$ cat src/rtl/hazard_pkg.sv
// Shared constants and types for the pipeline hazard controller.
// Forwarding-select codes, mul/div tracker state encoding and the select-priority helper.
package hazard_pkg;

    localparam logic [1:0] FWD_REG = 2'd0;
    localparam logic [1:0] FWD_MEM = 2'd1;
    localparam logic [1:0] FWD_WB  = 2'd2;

    typedef enum logic {
        MD_IDLE = 1'b0,
        MD_BUSY = 1'b1
    } md_state_t;

    // MEM always wins over WB because it holds the younger value.
    function automatic logic [1:0] fwd_sel(input logic mem_hit, input logic wb_hit);
        if (mem_hit) begin
            return FWD_MEM;
        end else if (wb_hit) begin
            return FWD_WB;
        end
        return FWD_REG;
    endfunction

endpackage

$ cat src/rtl/hazard_ctrl_if.sv
// Pipeline-register observation bus and hazard-control outputs of hazard_ctrl.
// master drives the pipeline view; slave is the hazard controller.
interface hazard_ctrl_if #(
    parameter int AW = 5
);
    logic [AW-1:0] id_rs;
    logic [AW-1:0] id_rt;
    logic          id_use_rs;
    logic          id_use_rt;
    logic          id_branch;
    logic          id_hilo;
    logic [AW-1:0] ex_rs;
    logic [AW-1:0] ex_rt;
    logic          ex_regwrite;
    logic          ex_mem2reg;
    logic [AW-1:0] ex_rd;
    logic          ex_md_start;
    logic          mem_regwrite;
    logic          mem_mem2reg;
    logic [AW-1:0] mem_rd;
    logic          wb_regwrite;
    logic [AW-1:0] wb_rd;

    logic          stall_if;
    logic          stall_id;
    logic          flush_ex;
    logic [1:0]    fwd_id_a;
    logic [1:0]    fwd_id_b;
    logic [1:0]    fwd_ex_a;
    logic [1:0]    fwd_ex_b;
    logic          md_busy;

    modport master (
        output id_rs, id_rt, id_use_rs, id_use_rt, id_branch, id_hilo,
        output ex_rs, ex_rt, ex_regwrite, ex_mem2reg, ex_rd, ex_md_start,
        output mem_regwrite, mem_mem2reg, mem_rd, wb_regwrite, wb_rd,
        input  stall_if, stall_id, flush_ex,
        input  fwd_id_a, fwd_id_b, fwd_ex_a, fwd_ex_b, md_busy
    );

    modport slave (
        input  id_rs, id_rt, id_use_rs, id_use_rt, id_branch, id_hilo,
        input  ex_rs, ex_rt, ex_regwrite, ex_mem2reg, ex_rd, ex_md_start,
        input  mem_regwrite, mem_mem2reg, mem_rd, wb_regwrite, wb_rd,
        output stall_if, stall_id, flush_ex,
        output fwd_id_a, fwd_id_b, fwd_ex_a, fwd_ex_b, md_busy
    );

endinterface

$ cat src/rtl/hazard_ctrl_md_tracker.sv
// Multi-cycle mul/div occupancy tracker: md_busy_o is high for exactly MD_CYCLES
// cycles starting on the edge that samples md_start_i.
//   state   | meaning
//   MD_IDLE | no mul/div in flight, HI/LO readable
//   MD_BUSY | result pending, cnt_q cycles remain after this one
module md_tracker
    import hazard_pkg::*;
#(
    parameter int MD_CYCLES = 32
) (
    input  logic clk,
    input  logic rst,
    input  logic md_start_i,
    output logic md_busy_o
);

    localparam int              CW       = $clog2(MD_CYCLES);
    localparam logic [CW-1:0]   CNT_LOAD = CW'(MD_CYCLES - 1);

    md_state_t     state_q, state_d;
    logic [CW-1:0] cnt_q, cnt_d;

    // A start while busy is dropped; the ID interlock keeps it from happening.
    always_comb begin
        state_d = state_q;
        cnt_d   = cnt_q;
        case (state_q)
            MD_IDLE: begin
                if (md_start_i) begin
                    state_d = MD_BUSY;
                    cnt_d   = CNT_LOAD;
                end
            end
            MD_BUSY: begin
                if (cnt_q == '0) begin
                    state_d = MD_IDLE;
                end else begin
                    cnt_d = cnt_q - CW'(1);
                end
            end
            default: begin
                state_d = MD_IDLE;
                cnt_d   = '0;
            end
        endcase
    end

    always_ff @(posedge clk or posedge rst) begin
        if (rst) begin
            state_q <= MD_IDLE;
            cnt_q   <= '0;
        end else begin
            state_q <= state_d;
            cnt_q   <= cnt_d;
        end
    end

    assign md_busy_o = (state_q == MD_BUSY);

endmodule

$ cat src/rtl/hazard_ctrl.sv
// Hazard controller for the 5-stage MIPS core: stall/flush, forwarding selects and HI/LO interlock.
// Define HAZARD_FWD_EN for the forwarding build; otherwise interlock-only with fwd_* tied to REG.
module hazard_ctrl
    import hazard_pkg::*;
#(
    parameter int AW        = 5,
    parameter int MD_CYCLES = 32
) (
    input  logic        clk,
    input  logic        rst,
    hazard_ctrl_if.slave bus
);

    logic [AW-1:0] id_rs, id_rt, ex_rs, ex_rt, ex_rd, mem_rd, wb_rd;
    logic          rs_ex, rt_ex, rs_mem, rt_mem, rs_wb, rt_wb;
    logic          hit_ex, hit_mem;
    logic          haz;
    logic          md_busy;
    logic [1:0]    fwd_id_a, fwd_id_b, fwd_ex_a, fwd_ex_b;

    assign id_rs  = bus.id_rs;
    assign id_rt  = bus.id_rt;
    assign ex_rs  = bus.ex_rs;
    assign ex_rt  = bus.ex_rt;
    assign ex_rd  = bus.ex_rd;
    assign mem_rd = bus.mem_rd;
    assign wb_rd  = bus.wb_rd;

    // Address-only matches of the ID sources; writer qualification happens per rule.
    assign rs_ex  = bus.id_use_rs && (ex_rd  != '0) && (id_rs == ex_rd);
    assign rt_ex  = bus.id_use_rt && (ex_rd  != '0) && (id_rt == ex_rd);
    assign rs_mem = bus.id_use_rs && (mem_rd != '0) && (id_rs == mem_rd);
    assign rt_mem = bus.id_use_rt && (mem_rd != '0) && (id_rt == mem_rd);
    assign rs_wb  = bus.id_use_rs && (wb_rd  != '0) && (id_rs == wb_rd);
    assign rt_wb  = bus.id_use_rt && (wb_rd  != '0) && (id_rt == wb_rd);

    assign hit_ex  = rs_ex  || rt_ex;
    assign hit_mem = rs_mem || rt_mem;

`ifdef HAZARD_FWD_EN
    logic load_use, br_alu, br_load;
    logic mem_alu_wr;
    logic exa_mem, exb_mem, exa_wb, exb_wb;

    assign load_use = bus.ex_mem2reg && hit_ex;
    assign br_alu   = bus.id_branch && bus.ex_regwrite && hit_ex;
    assign br_load  = bus.id_branch && bus.mem_mem2reg && hit_mem;
    assign haz      = load_use || br_alu || br_load;

    // A load in MEM has no data yet, so the branch comparator may not take it from there.
    assign mem_alu_wr = bus.mem_regwrite && !bus.mem_mem2reg;
    assign fwd_id_a   = fwd_sel(mem_alu_wr && rs_mem, bus.wb_regwrite && rs_wb);
    assign fwd_id_b   = fwd_sel(mem_alu_wr && rt_mem, bus.wb_regwrite && rt_wb);

    assign exa_mem  = bus.mem_regwrite && (mem_rd != '0) && (ex_rs == mem_rd);
    assign exb_mem  = bus.mem_regwrite && (mem_rd != '0) && (ex_rt == mem_rd);
    assign exa_wb   = bus.wb_regwrite  && (wb_rd  != '0) && (ex_rs == wb_rd);
    assign exb_wb   = bus.wb_regwrite  && (wb_rd  != '0) && (ex_rt == wb_rd);
    assign fwd_ex_a = fwd_sel(exa_mem, exa_wb);
    assign fwd_ex_b = fwd_sel(exb_mem, exb_wb);
`else
    logic unused_fwd;

    // Write-first register file covers WB, so only EX and MEM writers interlock.
    assign haz = ((bus.ex_regwrite  || bus.ex_mem2reg)  && hit_ex) ||
                 ((bus.mem_regwrite || bus.mem_mem2reg) && hit_mem);

    assign fwd_id_a = FWD_REG;
    assign fwd_id_b = FWD_REG;
    assign fwd_ex_a = FWD_REG;
    assign fwd_ex_b = FWD_REG;

    assign unused_fwd = ^{rs_wb, rt_wb, bus.wb_regwrite, bus.id_branch, ex_rs, ex_rt};
`endif

    md_tracker #(
        .MD_CYCLES (MD_CYCLES)
    ) u_md_tracker (
        .clk        (clk),
        .rst        (rst),
        .md_start_i (bus.ex_md_start),
        .md_busy_o  (md_busy)
    );

    assign bus.stall_if = haz || (md_busy && bus.id_hilo);
    assign bus.stall_id = bus.stall_if;
    assign bus.flush_ex = bus.stall_if;
    assign bus.fwd_id_a = fwd_id_a;
    assign bus.fwd_id_b = fwd_id_b;
    assign bus.fwd_ex_a = fwd_ex_a;
    assign bus.fwd_ex_b = fwd_ex_b;
    assign bus.md_busy  = md_busy;

endmodule

$ cat src/flat_wrapper.sv
// flat-port wrapper written by rule: the top's interface ports become plain ports
module hazard_ctrl_flat import hazard_pkg::*;
#(
    parameter int AW        = 5,
    parameter int MD_CYCLES = 32
)
  (clk, rst, bus_id_rs, bus_id_rt, bus_id_use_rs, bus_id_use_rt, bus_id_branch, bus_id_hilo, bus_ex_rs, bus_ex_rt, bus_ex_regwrite, bus_ex_mem2reg, bus_ex_rd, bus_ex_md_start, bus_mem_regwrite, bus_mem_mem2reg, bus_mem_rd, bus_wb_regwrite, bus_wb_rd, bus_stall_if, bus_stall_id, bus_flush_ex, bus_fwd_id_a, bus_fwd_id_b, bus_fwd_ex_a, bus_fwd_ex_b, bus_md_busy);
  hazard_ctrl_if #(.AW(AW)) bus_i ();
  input  logic clk;
  input  logic rst;
  input wire logic [$bits(bus_i.id_rs)-1:0] bus_id_rs;
  input wire logic [$bits(bus_i.id_rt)-1:0] bus_id_rt;
  input wire logic [$bits(bus_i.id_use_rs)-1:0] bus_id_use_rs;
  input wire logic [$bits(bus_i.id_use_rt)-1:0] bus_id_use_rt;
  input wire logic [$bits(bus_i.id_branch)-1:0] bus_id_branch;
  input wire logic [$bits(bus_i.id_hilo)-1:0] bus_id_hilo;
  input wire logic [$bits(bus_i.ex_rs)-1:0] bus_ex_rs;
  input wire logic [$bits(bus_i.ex_rt)-1:0] bus_ex_rt;
  input wire logic [$bits(bus_i.ex_regwrite)-1:0] bus_ex_regwrite;
  input wire logic [$bits(bus_i.ex_mem2reg)-1:0] bus_ex_mem2reg;
  input wire logic [$bits(bus_i.ex_rd)-1:0] bus_ex_rd;
  input wire logic [$bits(bus_i.ex_md_start)-1:0] bus_ex_md_start;
  input wire logic [$bits(bus_i.mem_regwrite)-1:0] bus_mem_regwrite;
  input wire logic [$bits(bus_i.mem_mem2reg)-1:0] bus_mem_mem2reg;
  input wire logic [$bits(bus_i.mem_rd)-1:0] bus_mem_rd;
  input wire logic [$bits(bus_i.wb_regwrite)-1:0] bus_wb_regwrite;
  input wire logic [$bits(bus_i.wb_rd)-1:0] bus_wb_rd;
  output wire logic [$bits(bus_i.stall_if)-1:0] bus_stall_if;
  output wire logic [$bits(bus_i.stall_id)-1:0] bus_stall_id;
  output wire logic [$bits(bus_i.flush_ex)-1:0] bus_flush_ex;
  output wire logic [$bits(bus_i.fwd_id_a)-1:0] bus_fwd_id_a;
  output wire logic [$bits(bus_i.fwd_id_b)-1:0] bus_fwd_id_b;
  output wire logic [$bits(bus_i.fwd_ex_a)-1:0] bus_fwd_ex_a;
  output wire logic [$bits(bus_i.fwd_ex_b)-1:0] bus_fwd_ex_b;
  output wire logic [$bits(bus_i.md_busy)-1:0] bus_md_busy;
  assign bus_i.id_rs = bus_id_rs;
  assign bus_i.id_rt = bus_id_rt;
  assign bus_i.id_use_rs = bus_id_use_rs;
  assign bus_i.id_use_rt = bus_id_use_rt;
  assign bus_i.id_branch = bus_id_branch;
  assign bus_i.id_hilo = bus_id_hilo;
  assign bus_i.ex_rs = bus_ex_rs;
  assign bus_i.ex_rt = bus_ex_rt;
  assign bus_i.ex_regwrite = bus_ex_regwrite;
  assign bus_i.ex_mem2reg = bus_ex_mem2reg;
  assign bus_i.ex_rd = bus_ex_rd;
  assign bus_i.ex_md_start = bus_ex_md_start;
  assign bus_i.mem_regwrite = bus_mem_regwrite;
  assign bus_i.mem_mem2reg = bus_mem_mem2reg;
  assign bus_i.mem_rd = bus_mem_rd;
  assign bus_i.wb_regwrite = bus_wb_regwrite;
  assign bus_i.wb_rd = bus_wb_rd;
  assign bus_stall_if = bus_i.stall_if;
  assign bus_stall_id = bus_i.stall_id;
  assign bus_flush_ex = bus_i.flush_ex;
  assign bus_fwd_id_a = bus_i.fwd_id_a;
  assign bus_fwd_id_b = bus_i.fwd_id_b;
  assign bus_fwd_ex_a = bus_i.fwd_ex_a;
  assign bus_fwd_ex_b = bus_i.fwd_ex_b;
  assign bus_md_busy = bus_i.md_busy;
  hazard_ctrl #(.AW(AW), .MD_CYCLES(MD_CYCLES)) u_core (.clk(clk), .rst(rst), .bus(bus_i));
endmodule
$ cat config.mk
export PLATFORM = sky130hd
export DESIGN_NAME = hazard_ctrl_flat
export DESIGN_NICKNAME = d
export VERILOG_FILES = /design/src/rtl/hazard_pkg.sv /design/src/rtl/hazard_ctrl_if.sv /design/src/rtl/hazard_ctrl_md_tracker.sv /design/src/rtl/hazard_ctrl.sv /design/src/flat_wrapper.sv
export SDC_FILE = /design/constraint.sdc
export NUM_CORES = 1
export LEC_CHECK = 0
export CAP_MARGIN = 10
export CORE_MARGIN = 2
export CORE_UTILIZATION = 31
export CTS_CLUSTER_DIAMETER = 150
export DETAILED_ROUTE_END_ITERATION = 7
export PLACE_DENSITY = 0.87
export SLEW_MARGIN = 20
export SYNTH_ARGS = -nofsm -noshare
export SYNTH_HDL_FRONTEND = slang
export SYNTH_HIERARCHICAL = 1
export SYNTH_SLANG_ARGS = --single-unit
$ cat constraint.sdc
create_clock -name clk -period 1.9 [get_ports clk]
set_input_delay 0.38 -clock clk [delete_from_list [all_inputs] [get_ports clk]]
set_output_delay 0.38 -clock clk [all_outputs]
set_load 0.03 [all_outputs]
## Yosys cells after proc, flatten, opt, wreduce, memory -nomap -nowiden

Index checks and enable logic that the tools add are counted.

- Equal/unequal tests: 6
- Mux-type cells: 6
- Bitwise logic cells: 1
- Add/subtract/negate cells: 1
- Reduce and logical (&&, ||, !) cells: 21

Operator list:

| operator | number |
|---|---|
| $eq A5 B5 Y1 | 4 |
| $logic_and A1 B1 Y1 | 11 |
| $mux W5 | 2 |
| $pmux W5 S2 | 1 |
| $reduce_bool A5 Y1 | 2 |
| $logic_or A1 B1 Y1 | 6 |
| $logic_not A5 Y1 | 1 |
| $sub A5 B1 Y5 const B | 1 |
| $ne A2 B2 Y1 const B | 2 |
| $mux W1 | 2 |
| $pmux W1 S2 | 1 |
| $reduce_and A2 Y1 | 1 |
| $not A1 Y1 | 1 |

- Logic and storage cells: 37
- Register bits after elaboration: 6
- Output and inout bits: 12
- Bits of input ports: 47

## Depth between registers and ports, before layout

- Depth in word-level cells: 7
- Gate-level depth with buffers: 5
- Mapped depth without buffers: 5

## Cells and area by module

The synthesis kept the hierarchy.

By module, submodules not included:

| module | area an instance (µm²) | sequential area each (µm²) | times used | cells each |
|---|---|---|---|---|
| hazard_ctrl | 374.1 | 0.0 | 1 | 45 |
| md_tracker | 290.3 | 150.1 | 1 | 27 |

## Worst setup path after synthesis

OpenSTA, ideal clock, no wires.

- Kind: input -> output
- Start point: in bus_id_rt[4]
- End point: out bus_stall_id
- Data arrival time: 1.593 ns
- Path buffers: 1
- Slack: -0.073 ns
- Cell stages on the path: 5
- Required time: 1.520 ns
- Cells stage by stage: xor2_1 -> nor4_2 -> a32oi_1 -> o221ai_2 -> buf_4

- Word-level cells in the longest chain between the ends: 6
- Elaborated cells on any way between the ends: 10
- Those cells by class: 2 x eq/ne; 8 x reduce/logical

Ends and longest elaborated chain:

| what | RTL line | text |
|---|---|---|
| from (decl) | flat_wrapper.sv:12 | `input wire logic [$bits(bus_i.id_rt)-1:0] bus_id_rt;` |
| $eq A5 B5 Y1 (on tied branches) | hazard_ctrl.sv:31, hazard_ctrl.sv:33 |  |
| $logic_and A1 B1 Y1 (on tied branches) | hazard_ctrl.sv:31, hazard_ctrl.sv:33 |  |
| $logic_or A1 B1 Y1 (on tied branches) | hazard_ctrl.sv:37, hazard_ctrl.sv:38 |  |
| $logic_and A1 B1 Y1 (on tied branches) | hazard_ctrl.sv:65, hazard_ctrl.sv:66 |  |
| $logic_or A1 B1 Y1 (*) | hazard_ctrl.sv:65 | `assign haz = ((bus.ex_regwrite \|\| bus.ex_mem2reg) && hit_ex) \|\|` |
| $logic_or A1 B1 Y1 (*) | hazard_ctrl.sv:85 | `assign bus.stall_if = haz \|\| (md_busy && bus.id_hilo);` |
| to (decl) | flat_wrapper.sv:29 | `output wire logic [$bits(bus_i.stall_id)-1:0] bus_stall_id;` |

Mark *: on every way between the ends. The rest lies on a longest branch, timed or not.

## Worst setup path after layout

- Start point: in bus_ex_rd[1]
- End point: out bus_stall_id

- Word-level cells in the longest chain between the ends: 7
- Elaborated cells on any way between the ends: 11
- Those cells by class: 2 x eq/ne; 9 x reduce/logical

Ends and longest elaborated chain:

| what | RTL line | text |
|---|---|---|
| from (decl) | flat_wrapper.sv:21 | `input wire logic [$bits(bus_i.ex_rd)-1:0] bus_ex_rd;` |
| $reduce_bool A5 Y1 | hazard_ctrl.sv:30, hazard_ctrl.sv:31 |  |
| $logic_and A1 B1 Y1 (on tied branches) (2 in series) | hazard_ctrl.sv:30, hazard_ctrl.sv:31 |  |
| $logic_or A1 B1 Y1 (*) | hazard_ctrl.sv:37 | `assign hit_ex = rs_ex \|\| rt_ex;` |
| $logic_and A1 B1 Y1 (*) | hazard_ctrl.sv:65 |  |
| $logic_or A1 B1 Y1 (*) | hazard_ctrl.sv:65 |  |
| $logic_or A1 B1 Y1 (*) | hazard_ctrl.sv:85 |  |

Marked as above.

==> flow_metrics.py <==
metrics = {
    "placed_design": {
        "hpwl_mm": 1.40,
        "place_inst": 134,
        "portBuffers": 33,
        "preCtsSetupSlack_ns": -0.432,
        "gp_congestion": 0.801,
        "place_area_um2": 1020,
    },
    "power": {
        "p_leak_nw": 0.496,
        "ir_worst_vdd_mv": 0.552,
        "power_density_nw_per_um2": 795,
    },
    "timing": {
        "min_period_over_period": 1.03,
        "rsz0062_at_grt": "yes",
        "layout_min_cycle_time_ns": 1.95,
        "hold_violations": 0,
        "setup_viol_count_final": 3,
        "fin_skew_ns": 0.000279,
        "fin_tns_setup_ns": -0.156,
        "clock.fmax_mhz": 512,
        "drv_slew": 0,
        "setup_slack_ns": -0.0521,
    },
    "grt": {
        "track_usage": 0.158,
        "grt_max_degree": 8,
        "antenna_found_initial": 0,
        "grt_pass1_vias": 656,
        "gr-total-overflow": 0,
        "grt_pass1_wl_mm": 2.95,
    },
    "floorplanning": {
        "fp-row-count": 16,
        "initial_core_util": 0.335,
        "core_um2": 1980,
        "dieHeight_um": 50.3,
        "io_pins": 59,
        "dieArea_um2": 2530,
        "die_x_um": 50.3,
    },
    "cells_and_area": {
        "finalNonFillerCells": 139,
        "drive_gt1_frac": 0.429,
        "areaGrowthSynthToFinish_pct": 68.7,
        "final_cell_mix": "xor2_1 (13), clkdlybuf4s50_1 (10), conb_1 (8)",
        "layout_commonest_cell": "xor2_1",
        "seq_area_um2": 150,
        "fin_area_um2": 1120,
        "multi_input_area_um2": 544,
        "antenna_cells": 0,
        "nNetsFinal": 162,
        "fillCellCount": 160,
    },
    "logic_synthesis": {
        "netlist_instances": 72,
        "muxShareOfSynthArea": 0.0226,
        "synth_seq_cells": 6,
        "synth-compound-area-share": 0.162,
        "synth-xor-area-share": 0.264,
        "yosysSeqAreaShare": 0.226,
        "ys_types": 26,
        "synth_fa_ha_area_frac": 0.0188,
        "synth_simple_gate_area_frac": 0.160,
        "yosys_warnings": 6,
        "synth_area_per_cell_um2": 9.23,
        "synth_top_family_by_area": "XOR/XNOR gates",
        "netlist_area_um2": 664,
    },
    "critical_path": {
        "arrival_ns": 1.57,
        "path_class": "input port to output port",
        "critPathMaxFanout": 3,
        "required_ns": 1.52,
        "startpoint_type": "input port",
        "critPathCaptureType": "output port",
    },
    "drt": {
        "drt_iter0_drc": 8,
        "routed_wl_mm": 1.98,
        "vias_per_cell": 4.71,
        "post_drt_wl_per_cell_um": 14.2,
        "firstDrtPassIters": 2,
        "vias": 655,
        "drc": 0,
        "ant_nets": 0,
    },
    "run": {
        "cap_violations": 0,
    },
    "clock_network": {
        "cts_sinks": 6,
        "cts_tree": "built",
        "cts_max_path_buffers": 2,
        "cts-buffers-inserted": 3,
        "path_clk_slew_ns": 0.04,
        "postCtsHoldBufs": 0,
        "htree_levels": 1,
        "clockRootBuffer": "clkbuf_4",
        "clock_latency_ns": 0.24,
    },
    "status": {
        "status": "finished, violations left",
        "violations": "negative setup slack",
    },
    "hold_path": {
        "hold_class": "input port to asynchronous set/reset pin",
    },
}
==> worst paths after layout <==
check,start,slack (ns),cells past startpoint,to
worst max-delay path,bus_ex_rd[1],-0.05,5,bus_stall_id
worst min-delay path,rst,0.35,2,u_core/u_md_tracker/cnt_q[2]
worst max register to register,u_core/u_md_tracker/cnt_q[0],0.18,5,u_core/u_md_tracker/cnt_q[0]
worst min register to register,u_core/u_md_tracker/cnt_q[4],0.51,1,u_core/u_md_tracker/cnt_q[4]
max in group asynchronous,rst,1.36,2,u_core/u_md_tracker/md_busy_o
min in group clk,u_core/u_md_tracker/cnt_q[4],0.51,1,u_core/u_md_tracker/cnt_q[4]
==> per-layer routing <==
metal | vias up | part of all wire | track usage
met5 | - | 0 | 0
met4 | 0 | 0.019 | 0.0946
met3 | 4 | 0.070 | 0.0327
met2 | 32 | 0.49 | 0.274
met1 | 305 | 0.42 | 0.177
li1 | 314 | - | -
==> area by class of cell <==
| class | instances | share of cell area |
|---|---|---|
| flip-flops and latches | 6 | 0.134 |
| inverters | 5 | 0.0167 |
| well taps | 27 | 0.0301 |
| repair buffers | 40 | 0.314 |
| multi-input cells | 58 | 0.485 |
| clock buffers | 3 | 0.0201 |
==> power by group <==
part           leakage [nW]  internal (mW)  total (mW)  switching, mW
Sequential           0.0661          0.195       0.249         0.0537
Clock                0.0138         0.0712       0.113         0.0420
Combinational         0.416          0.262       0.530          0.268
==> worst max-delay path, cell delays in order <==
cell and delay, ns:
clkdlybuf4s15_2 0.21, or4_4 0.50, o22ai_4 0.16, o221ai_4 0.16, buf_6 0.16
==> stage by stage <==
step | hold slack (ns) | util | power (mW)
final | 0.350 | 0.566 | 0.892
after global routing | 0.387 | 0.566 | 0.957
after CTS | 0.347 | 0.557 | 0.892
after detailed placement | 0.504 | 0.515 | 0.747
after global placement | 0.496 | 0.515 | 0.733
after floorplan | 0.171 | - | 0.591
==> Yosys cell counts, drive strengths merged <==
library cell	number	area share
a21o	1	0.011
a21oi	1	0.0075
a32oi	2	0.026
and2	2	0.019
buf	10	0.11
conb	1	0.0056
dfrtp	6	0.23
ha	1	0.019
inv	5	0.028
mux2	1	0.023
nand2	4	0.023
nand2b	1	0.0094
nor2b	1	0.0094
nor4	4	0.047
o21ai	2	0.015
o221ai	1	0.023
o22a	1	0.013
o22ai	2	0.038
o311ai	1	0.013
o32a	1	0.015
or3	1	0.0094
or4	2	0.023
or4b	1	0.021
xnor2	4	0.053
xor2	16	0.21
==> state kept, by name, indices dropped and copies added (netlist names) <==
signal and flops:
u_core/u_md_tracker/cnt_q 5, u_core/u_md_tracker/md_busy_o 1
==> cell families after synthesis <==
logic type | after synthesis
adder cells (fa/ha/maj) | 1
buffers and inverters | 15
AO/OA/AOI/OAI | 12
other | 1
AND/OR/NAND/NOR | 16
XOR/XNOR | 20
multiplexers | 1
flip-flops | 6
==> what timing repair did <==
| item | 4_1_cts | 5_1_grt |
|---|---|---|
| pin swaps | 13 | 10 |
| setup buffers | 2 | 0 |
| setup endpoints to repair | 3 | 3 |
| gates resized for setup | 71 | 19 |
Power figures use the tool's default switching activity.
